===== src/rtl/arb_pkg.sv =====
// Shared types and helpers for the round-robin arbiter.
// FSM state encoding, default sizing and one-hot/index conversion.
package arb_pkg;

    typedef enum logic {
        IDLE = 1'b0,
        BUSY = 1'b1
    } arb_state_t;

    localparam int DEF_NUM_REQ = 8;
    localparam int DEF_ID_W    = 3;

    // Widest supported configuration; callers size-cast to their own width.
    localparam int MAX_REQ  = 16;
    localparam int MAX_ID_W = 4;

    function automatic logic [MAX_REQ-1:0] idx_to_onehot(input logic [MAX_ID_W-1:0] idx);
        return MAX_REQ'(1) << idx;
    endfunction

    function automatic logic [MAX_ID_W-1:0] onehot_to_idx(input logic [MAX_REQ-1:0] onehot);
        logic [MAX_ID_W-1:0] idx;
        idx = '0;
        for (int i = 0; i < MAX_REQ; i++) begin
            if (onehot[i]) begin
                idx = idx | MAX_ID_W'(i);
            end
        end
        return idx;
    endfunction

endpackage


===== src/rtl/rr_pri_enc.sv =====
// Rotating-priority encoder: first set bit of req at or above ptr,
// wrapping to the lowest set bit when nothing at or above ptr is requesting.
module rr_pri_enc
    import arb_pkg::*;
#(
    parameter int NUM_REQ = DEF_NUM_REQ,
    parameter int ID_W    = DEF_ID_W
) (
    input  logic [NUM_REQ-1:0] req,
    input  logic [ID_W-1:0]    ptr,
    output logic [ID_W-1:0]    winner,
    output logic               valid
);

    logic [NUM_REQ-1:0] mask;
    logic [NUM_REQ-1:0] masked;
    logic [NUM_REQ-1:0] sel;
    logic [NUM_REQ-1:0] pick;

    genvar gi;
    generate
        for (gi = 0; gi < NUM_REQ; gi++) begin : g_mask
            assign mask[gi] = (ID_W'(gi) >= ptr);
        end
    endgenerate

    assign masked = req & mask;
    assign sel    = (|masked) ? masked : req;
    // Isolate the lowest set bit of the selected vector.
    assign pick   = sel & (~sel + NUM_REQ'(1));
    assign winner = ID_W'(onehot_to_idx(MAX_REQ'(pick)));
    assign valid  = |req;

endmodule


===== src/rtl/rr_arbiter_8.sv =====
// Round-robin arbiter with registered one-hot grant and done/req-drop release.
// Optional hold-time limit with forced release is built when ARB_TIMEOUT_EN is defined.
module rr_arbiter_8
    import arb_pkg::*;
#(
    parameter int NUM_REQ  = DEF_NUM_REQ,
    parameter int ID_W     = DEF_ID_W
`ifdef ARB_TIMEOUT_EN
    ,
    parameter int MAX_HOLD = 16,
    parameter int CNT_W    = 5
`endif
) (
    input  logic               clk,
    input  logic               rst_n,
    input  logic [NUM_REQ-1:0] req,
    input  logic               done,
    output logic [NUM_REQ-1:0] grant,
    output logic [ID_W-1:0]    grant_id,
    output logic               grant_valid,
    output logic               timeout
);

    arb_state_t         state_reg, state_next;
    logic [ID_W-1:0]    ptr_reg, ptr_next;
    logic [NUM_REQ-1:0] grant_reg, grant_next;
    logic [ID_W-1:0]    grant_id_reg, grant_id_next;
    logic               grant_valid_reg, grant_valid_next;

    logic [ID_W-1:0]    enc_winner;
    logic               enc_valid;
    logic               force_rel;
    logic               release_now;

    rr_pri_enc #(
        .NUM_REQ (NUM_REQ),
        .ID_W    (ID_W)
    ) u_pri_enc (
        .req     (req),
        .ptr     (ptr_reg),
        .winner  (enc_winner),
        .valid   (enc_valid)
    );

    always_comb begin
        state_next       = state_reg;
        ptr_next         = ptr_reg;
        grant_next       = grant_reg;
        grant_id_next    = grant_id_reg;
        grant_valid_next = grant_valid_reg;
        // IDLE always arbitrates; BUSY only once the owner lets go or is forced off.
        release_now = (state_reg == IDLE) | done | ~req[grant_id_reg] | force_rel;
        if (release_now) begin
            if (enc_valid) begin
                state_next       = BUSY;
                grant_next       = NUM_REQ'(idx_to_onehot(MAX_ID_W'(enc_winner)));
                grant_id_next    = enc_winner;
                grant_valid_next = 1'b1;
                ptr_next         = enc_winner + ID_W'(1);
            end else begin
                state_next       = IDLE;
                grant_next       = '0;
                grant_id_next    = '0;
                grant_valid_next = 1'b0;
            end
        end
    end

    always_ff @(posedge clk or negedge rst_n) begin
        if (!rst_n) begin
            state_reg       <= IDLE;
            ptr_reg         <= '0;
            grant_reg       <= '0;
            grant_id_reg    <= '0;
            grant_valid_reg <= 1'b0;
        end else begin
            state_reg       <= state_next;
            ptr_reg         <= ptr_next;
            grant_reg       <= grant_next;
            grant_id_reg    <= grant_id_next;
            grant_valid_reg <= grant_valid_next;
        end
    end

`ifdef ARB_TIMEOUT_EN
    logic [CNT_W-1:0] hold_cnt_reg, hold_cnt_next;
    logic             timeout_reg;

    // A simultaneous done or req drop wins over the limit, so no pulse then.
    assign force_rel = (state_reg == BUSY) && (hold_cnt_reg == CNT_W'(MAX_HOLD - 1))
                       && !done && req[grant_id_reg];

    always_comb begin
        hold_cnt_next = hold_cnt_reg + CNT_W'(1);
        if (release_now) begin
            hold_cnt_next = '0;
        end
    end

    always_ff @(posedge clk or negedge rst_n) begin
        if (!rst_n) begin
            hold_cnt_reg <= '0;
            timeout_reg  <= 1'b0;
        end else begin
            hold_cnt_reg <= hold_cnt_next;
            timeout_reg  <= force_rel;
        end
    end

    assign timeout = timeout_reg;
`else
    assign force_rel = 1'b0;
    assign timeout   = 1'b0;
`endif

    assign grant       = grant_reg;
    assign grant_id    = grant_id_reg;
    assign grant_valid = grant_valid_reg;

endmodule


===== config.mk =====
export PLATFORM = sky130hd
export DESIGN_NAME = rr_arbiter_8
export DESIGN_NICKNAME = d
export VERILOG_FILES = /design/src/rtl/arb_pkg.sv /design/src/rtl/rr_pri_enc.sv /design/src/rtl/rr_arbiter_8.sv
export SDC_FILE = /design/constraint.sdc
export NUM_CORES = 1
export LEC_CHECK = 0
export BUFFER_PORTS_ARGS = -buffer_cell sky130_fd_sc_hd__buf_2
export CAP_MARGIN = 20
export CORE_ASPECT_RATIO = 1.2
export CORE_MARGIN = 1.5
export CORE_UTILIZATION = 53
export DETAILED_ROUTE_END_ITERATION = 8
export GPL_TIMING_DRIVEN = 0
export MAX_ROUTING_LAYER = met4
export PLACE_DENSITY = 0.83
export SYNTH_ARGS = -nofsm -noshare
export SYNTH_HDL_FRONTEND = slang
export SYNTH_SLANG_ARGS = --single-unit

===== constraint.sdc =====
create_clock -name clk -period 3.4 [get_ports clk]
set_clock_uncertainty 0.2 [all_clocks]
set_input_delay 0.51 -clock clk [delete_from_list [all_inputs] [get_ports clk]]
set_output_delay 0.51 -clock clk [all_outputs]
set_load 0.01 [all_outputs]

# Word level (Yosys, flattened, before mapping)
# Cells that the tools add are included.
# word_totals
regBits	15
in_bits	11
out_inout_bits	13
# classes
add_sub_neg	2
order_cmp	9
n_shift	1
mux	13
bitwise	7
n_reduce_logical	3
# ops
op	count
AND 8 bit	2
two-way mux 8 bit	2
OR reduction 8 bit	2
two-way mux 3 bit	5
>= comparator 3 bit (first input constant)	4
adder 8 x 1 -> 8 bit (second input constant)	1
inverter 8 bit	1
<< shifter 1 x 3 -> 8 bit (first input constant)	1
>= comparator 1 x 3 -> 1 bit (first input constant)	2
>= comparator 2 x 3 -> 1 bit (first input constant)	2
less-than comparator 3 x 4 -> 1 bit (second input constant)	1
two-way mux 2 bit	2
adder 3 x 1 -> 3 bit (second input constant)	1
binary-select mux 1 bit (select 3 bit)	1
two-way mux 1 bit	3
inverter 1 bit	2
bitwise OR 1 bit	2
AND reduction 2 bit	1

# Depth between registers and ports, before layout
# depth
word_depth	16
depth_mapped	11

# Cells and area by module
# A second synthesis with hierarchy kept.
# hier_totals
hier_cells	133
area_unflattened_um2	1206.2
# modules_own_cells
mod	instances	cells_per_inst	area_each_um2
rr_arbiter_8	1	71	823.3
rr_pri_enc	1	62	382.9

# Worst setup path after synthesis
# Ideal clock, no wire load.
# synth_path
path_kind	reg-to-reg
start	register ptr_reg[1]
end	register ptr_reg[2]
setup_ns	0.126
arrival_ns	2.343
path_slack_ns	0.731
path_stages_with_launch	12
n_path_buf	1
path_cell_list	dfrtp_1 -> buf_6 -> or3b_1 -> a31oi_1 -> o31ai_1 -> a22o_1 -> a221oi_2 -> nor2b_1 -> ha_1 -> ha_1 -> nand2_1 -> o21ai_0
# synth_via
elab_chain_len	15
word_cells_on_any_way	22
# synth_rtl
element	line_no	rtl
start, declared	rr_arbiter_8.sv:25	logic [ID_W-1:0] ptr_reg, ptr_next;
start signal, assigned	rr_arbiter_8.sv:78	ptr_reg <= ptr_next;
>= comparator 1 x 3 -> 1 bit, or another cell as far along	rr_pri_enc.sv:23	assign mask[gi] = (ID_W'(gi) >= ptr);
AND 8 bit (*)	rr_pri_enc.sv:27	assign masked = req & mask;
OR reduction 8 bit	rr_pri_enc.sv:28	assign sel = (|masked) ? masked : req;
two-way mux 8 bit (*)	rr_pri_enc.sv:28	
inverter 8 bit	rr_pri_enc.sv:30	assign pick = sel & (~sel + NUM_REQ'(1));
adder 8 x 1 -> 8 bit	rr_pri_enc.sv:30	
AND 8 bit (*)	rr_pri_enc.sv:30	
two-way mux 1 bit	arb_pkg.sv:25	if (onehot[i]) begin
two-way mux 2 bit (2 in a row)	arb_pkg.sv:25	
two-way mux 3 bit (3 in a row)	arb_pkg.sv:25	
two-way mux 3 bit (*)	arb_pkg.sv:25	
adder 3 x 1 -> 3 bit (*)	rr_arbiter_8.sv:59	ptr_next = enc_winner + ID_W'(1);
# Mark *: on every way between the ends. The rest lies on a longest branch, timed or not.
# A chain may end at the register's enable or synchronous reset.

# Worst setup path in the final report
# layout_path
start	register ptr_reg[2]
end	register ptr_reg[2]
# The elaborated chain is that of the path after synthesis.

==> flow_summary.json <==
{
  "drv_slew": 0,
  "synth-seq-cells": 15,
  "layout.nets": 163,
  "die_area_um2": 2391,
  "initial_utilization_pct": 55.06,
  "grt-ovfl-total": 0,
  "syn_nets": 135,
  "grt_max_degree": 16,
  "clk_latency_ps": 280,
  "power_per_cell_area_nw_per_um2": 880.7,
  "criticalPathCategory": "reg2reg",
  "peakVddDrop_uv": 465.6,
  "holdWs_ps": 281.2,
  "cts_resized": 0,
  "antenna_found_initial": 0,
  "worstPathRequired_ps": 3380,
  "core_area_um2": 2027,
  "clock-root-buffer": "clkbuf_4",
  "place_ws_ps": 360.1,
  "crit_top_cell": "ha_1",
  "fill_cells": 179,
  "diodes": 0,
  "setup_ws_ps": 368.5,
  "max_cap_viol_count": 0,
  "leakagePower_nw": 0.5970,
  "synth_area_um2": 1116,
  "syn_area_per_cell_um2": 9.379,
  "drtIter0Drc": 27,
  "hold_path.class": "reg2reg",
  "critPathMaxStageDelay_ps": 410,
  "hold-path-cell-count": 2,
  "die_h_um": 53.27,
  "drc": 0,
  "vias_per_cell": 6.000,
  "gp_congestion": 0.9132,
  "wl_um": 2402,
  "dr.pass1.iters": 6,
  "fin_setup_tns_ps": 0,
  "largest_reg_flops": 8,
  "critPathLaunchType": "flip-flop",
  "rsz0062_at_grt": "false",
  "ant_nets": 0,
  "max_freq_mhz": 329.9,
  "ios": 24,
  "slowest_stage": "dfrtp_1",
  "track_usage_pct": 23.11,
  "fin_crit_ps": 3032,
  "grt_pass1_vias": 889,
  "cts.reportedPaths.clkPinSlew_ps": 90,
  "cts_tree": "yes",
  "synth_flop_cell": "dfrtp_1",
  "dp_cells": 161,
  "status": "finished clean",
  "rows": 18,
  "synthCells": 119,
  "synth_cell_types": 43,
  "fin_crit_sh_pct": 89.16,
  "seq_area_frac_synth_pct": 33.63,
  "vias": 996,
  "hpwlAfterDp_um": 1843,
  "grt_pass1_wl_um": 3974,
  "port-buffer-count": 22,
  "cp-end-kind": "flip-flop",
  "critPathMaxFanout": 10,
  "layout-drive-gt1-share_pct": 29.45,
  "finalHoldViolations": 0,
  "cts.sinks": 15,
  "clk_path_buf_depth": 2,
  "synth_edf_count": 0,
  "final_cell_mix": "24 x buf_2, 15 x dfrtp_1, 14 x nand2_1",
  "ff2ff_path_depth": 11,
  "die_w_um": 44.89,
  "area_delta_synth_final_pct": 15.36,
  "yosys_warnings": 0,
  "fin_cells": 166,
  "post_drt_wl_per_cell_um": 14.47,
  "crit_chain": "buf_2 -> or3b_1 -> a31oi_1 -> o31ai_1 -> a22o_1 -> a221oi_2 -> nor2b_1 -> ha_1 -> ha_1 -> nand2_1 -> o21ai_0",
  "worstPathArrival_ps": 3010,
  "htreeDepth": 1,
  "postSynth.asyncResetShare_pct": 100.0,
  "final_common_cell": "buf_2",
  "cts_buffers": 3,
  "setup_violations": 0
}
layer usage:
layer  vias to the layer above  track usage (%)  routed length [µm]
met5                         -                -                   0
met4                         0            7.353                  22
met3                         3            2.048                 100
met1                       467            26.78                1002
met2                        34            41.55                1277
li1                        492                -                   -
timing repair:
item,CTS,global route
endpoints found under the hold margin,15,0
hold buffers,1,0
buffers inserted,0,0
metrics by stage:
| stage | power, W | util [%] | area (µm²) |
|---|---|---|---|
| 6_report | 0.001134 | 63.52 | 1287 |
| 5_1_grt | 0.001236 | 63.52 | 1287 |
| 4_1_cts | 0.001137 | 63.52 | 1287 |
| 3_5_place_dp | 0.001023 | 61.73 | 1251 |
| 3_3_place_gp | 0.0009942 | 61.73 | 1251 |
| 2_1_floorplan | 0.0008507 | - | 1116 |
path summary, 6_finish.rpt:
| kind | start | to | slack, ps |
|---|---|---|---|
| max in group asynchronous | rst_n | grant[4] | 2310 |
| min reg2reg | grant[4] | grant[4] | 280 |
| max reg2reg | ptr_reg[2] | ptr_reg[2] | 370 |
| min | grant[4] | grant[4] | 280 |
| max | ptr_reg[2] | ptr_reg[2] | 370 |
| min in group asynchronous | rst_n | grant[2] | 450 |
cell usage after synthesis (2+ instances only):
master | number | area (µm²)
a32o_1 | 4 | 40.04
nor3_1 | 3 | 15.01
o21a_1 | 2 | 15.01
a31oi_1 | 2 | 12.51
o211ai_1 | 2 | 15.01
a22o_1 | 3 | 26.28
dfrtp_1 | 15 | 375.4
mux2i_1 | 3 | 30.03
buf_2 | 2 | 10.01
buf_4 | 3 | 22.52
nor2_1 | 9 | 33.78
a21oi_1 | 3 | 15.01
ha_1 | 5 | 62.56
nand3_1 | 2 | 10.01
nor2b_1 | 4 | 25.02
nand2_1 | 14 | 52.55
o21ai_1 | 5 | 25.02
nand2b_1 | 4 | 25.02
inv_1 | 5 | 18.77
o21ai_0 | 6 | 30.03
worst max-delay path: cells and delay by family (launching register included):
kind	cells	cell delay, ps
simple gates	3	540
fa+ha+maj	2	570
buf+inv	1	190
compound gates	5	1020
flops	1	410
kinds of logic (layout without fill, tap and decap cells):
logic type	Yosys count	after routing	share of synthesized area, %
other	1	1	0.3360
AND/OR/NAND/NOR	42	42	19.95
flip-flops	15	15	33.63
buffers and inverters	12	39	5.941
multiplexers	5	5	5.717
AO/OA/AOI/OAI	39	39	28.81
adder cells (fa/ha/maj)	5	5	5.605
power by group:
part	leakage (nW)	internal, W	switching (W)
Combinational	0.394	0.000331	0.000410
Clock	0.0150	0.0000456	0.0000555
Sequential	0.188	0.000246	0.0000459
final cells by class:
cell class	count	area, µm²	share of cell area [%]
well taps	20	25.02	1.944
repair buffers	23	120.1	9.329
plain buffers	7	47.55	3.693
clock buffers	4	26.28	2.041
inverters	5	18.77	1.458
multi-input cells	92	674.4	52.38
flip-flops and latches	15	375.4	29.15
Power figures use the tool's default switching activity.
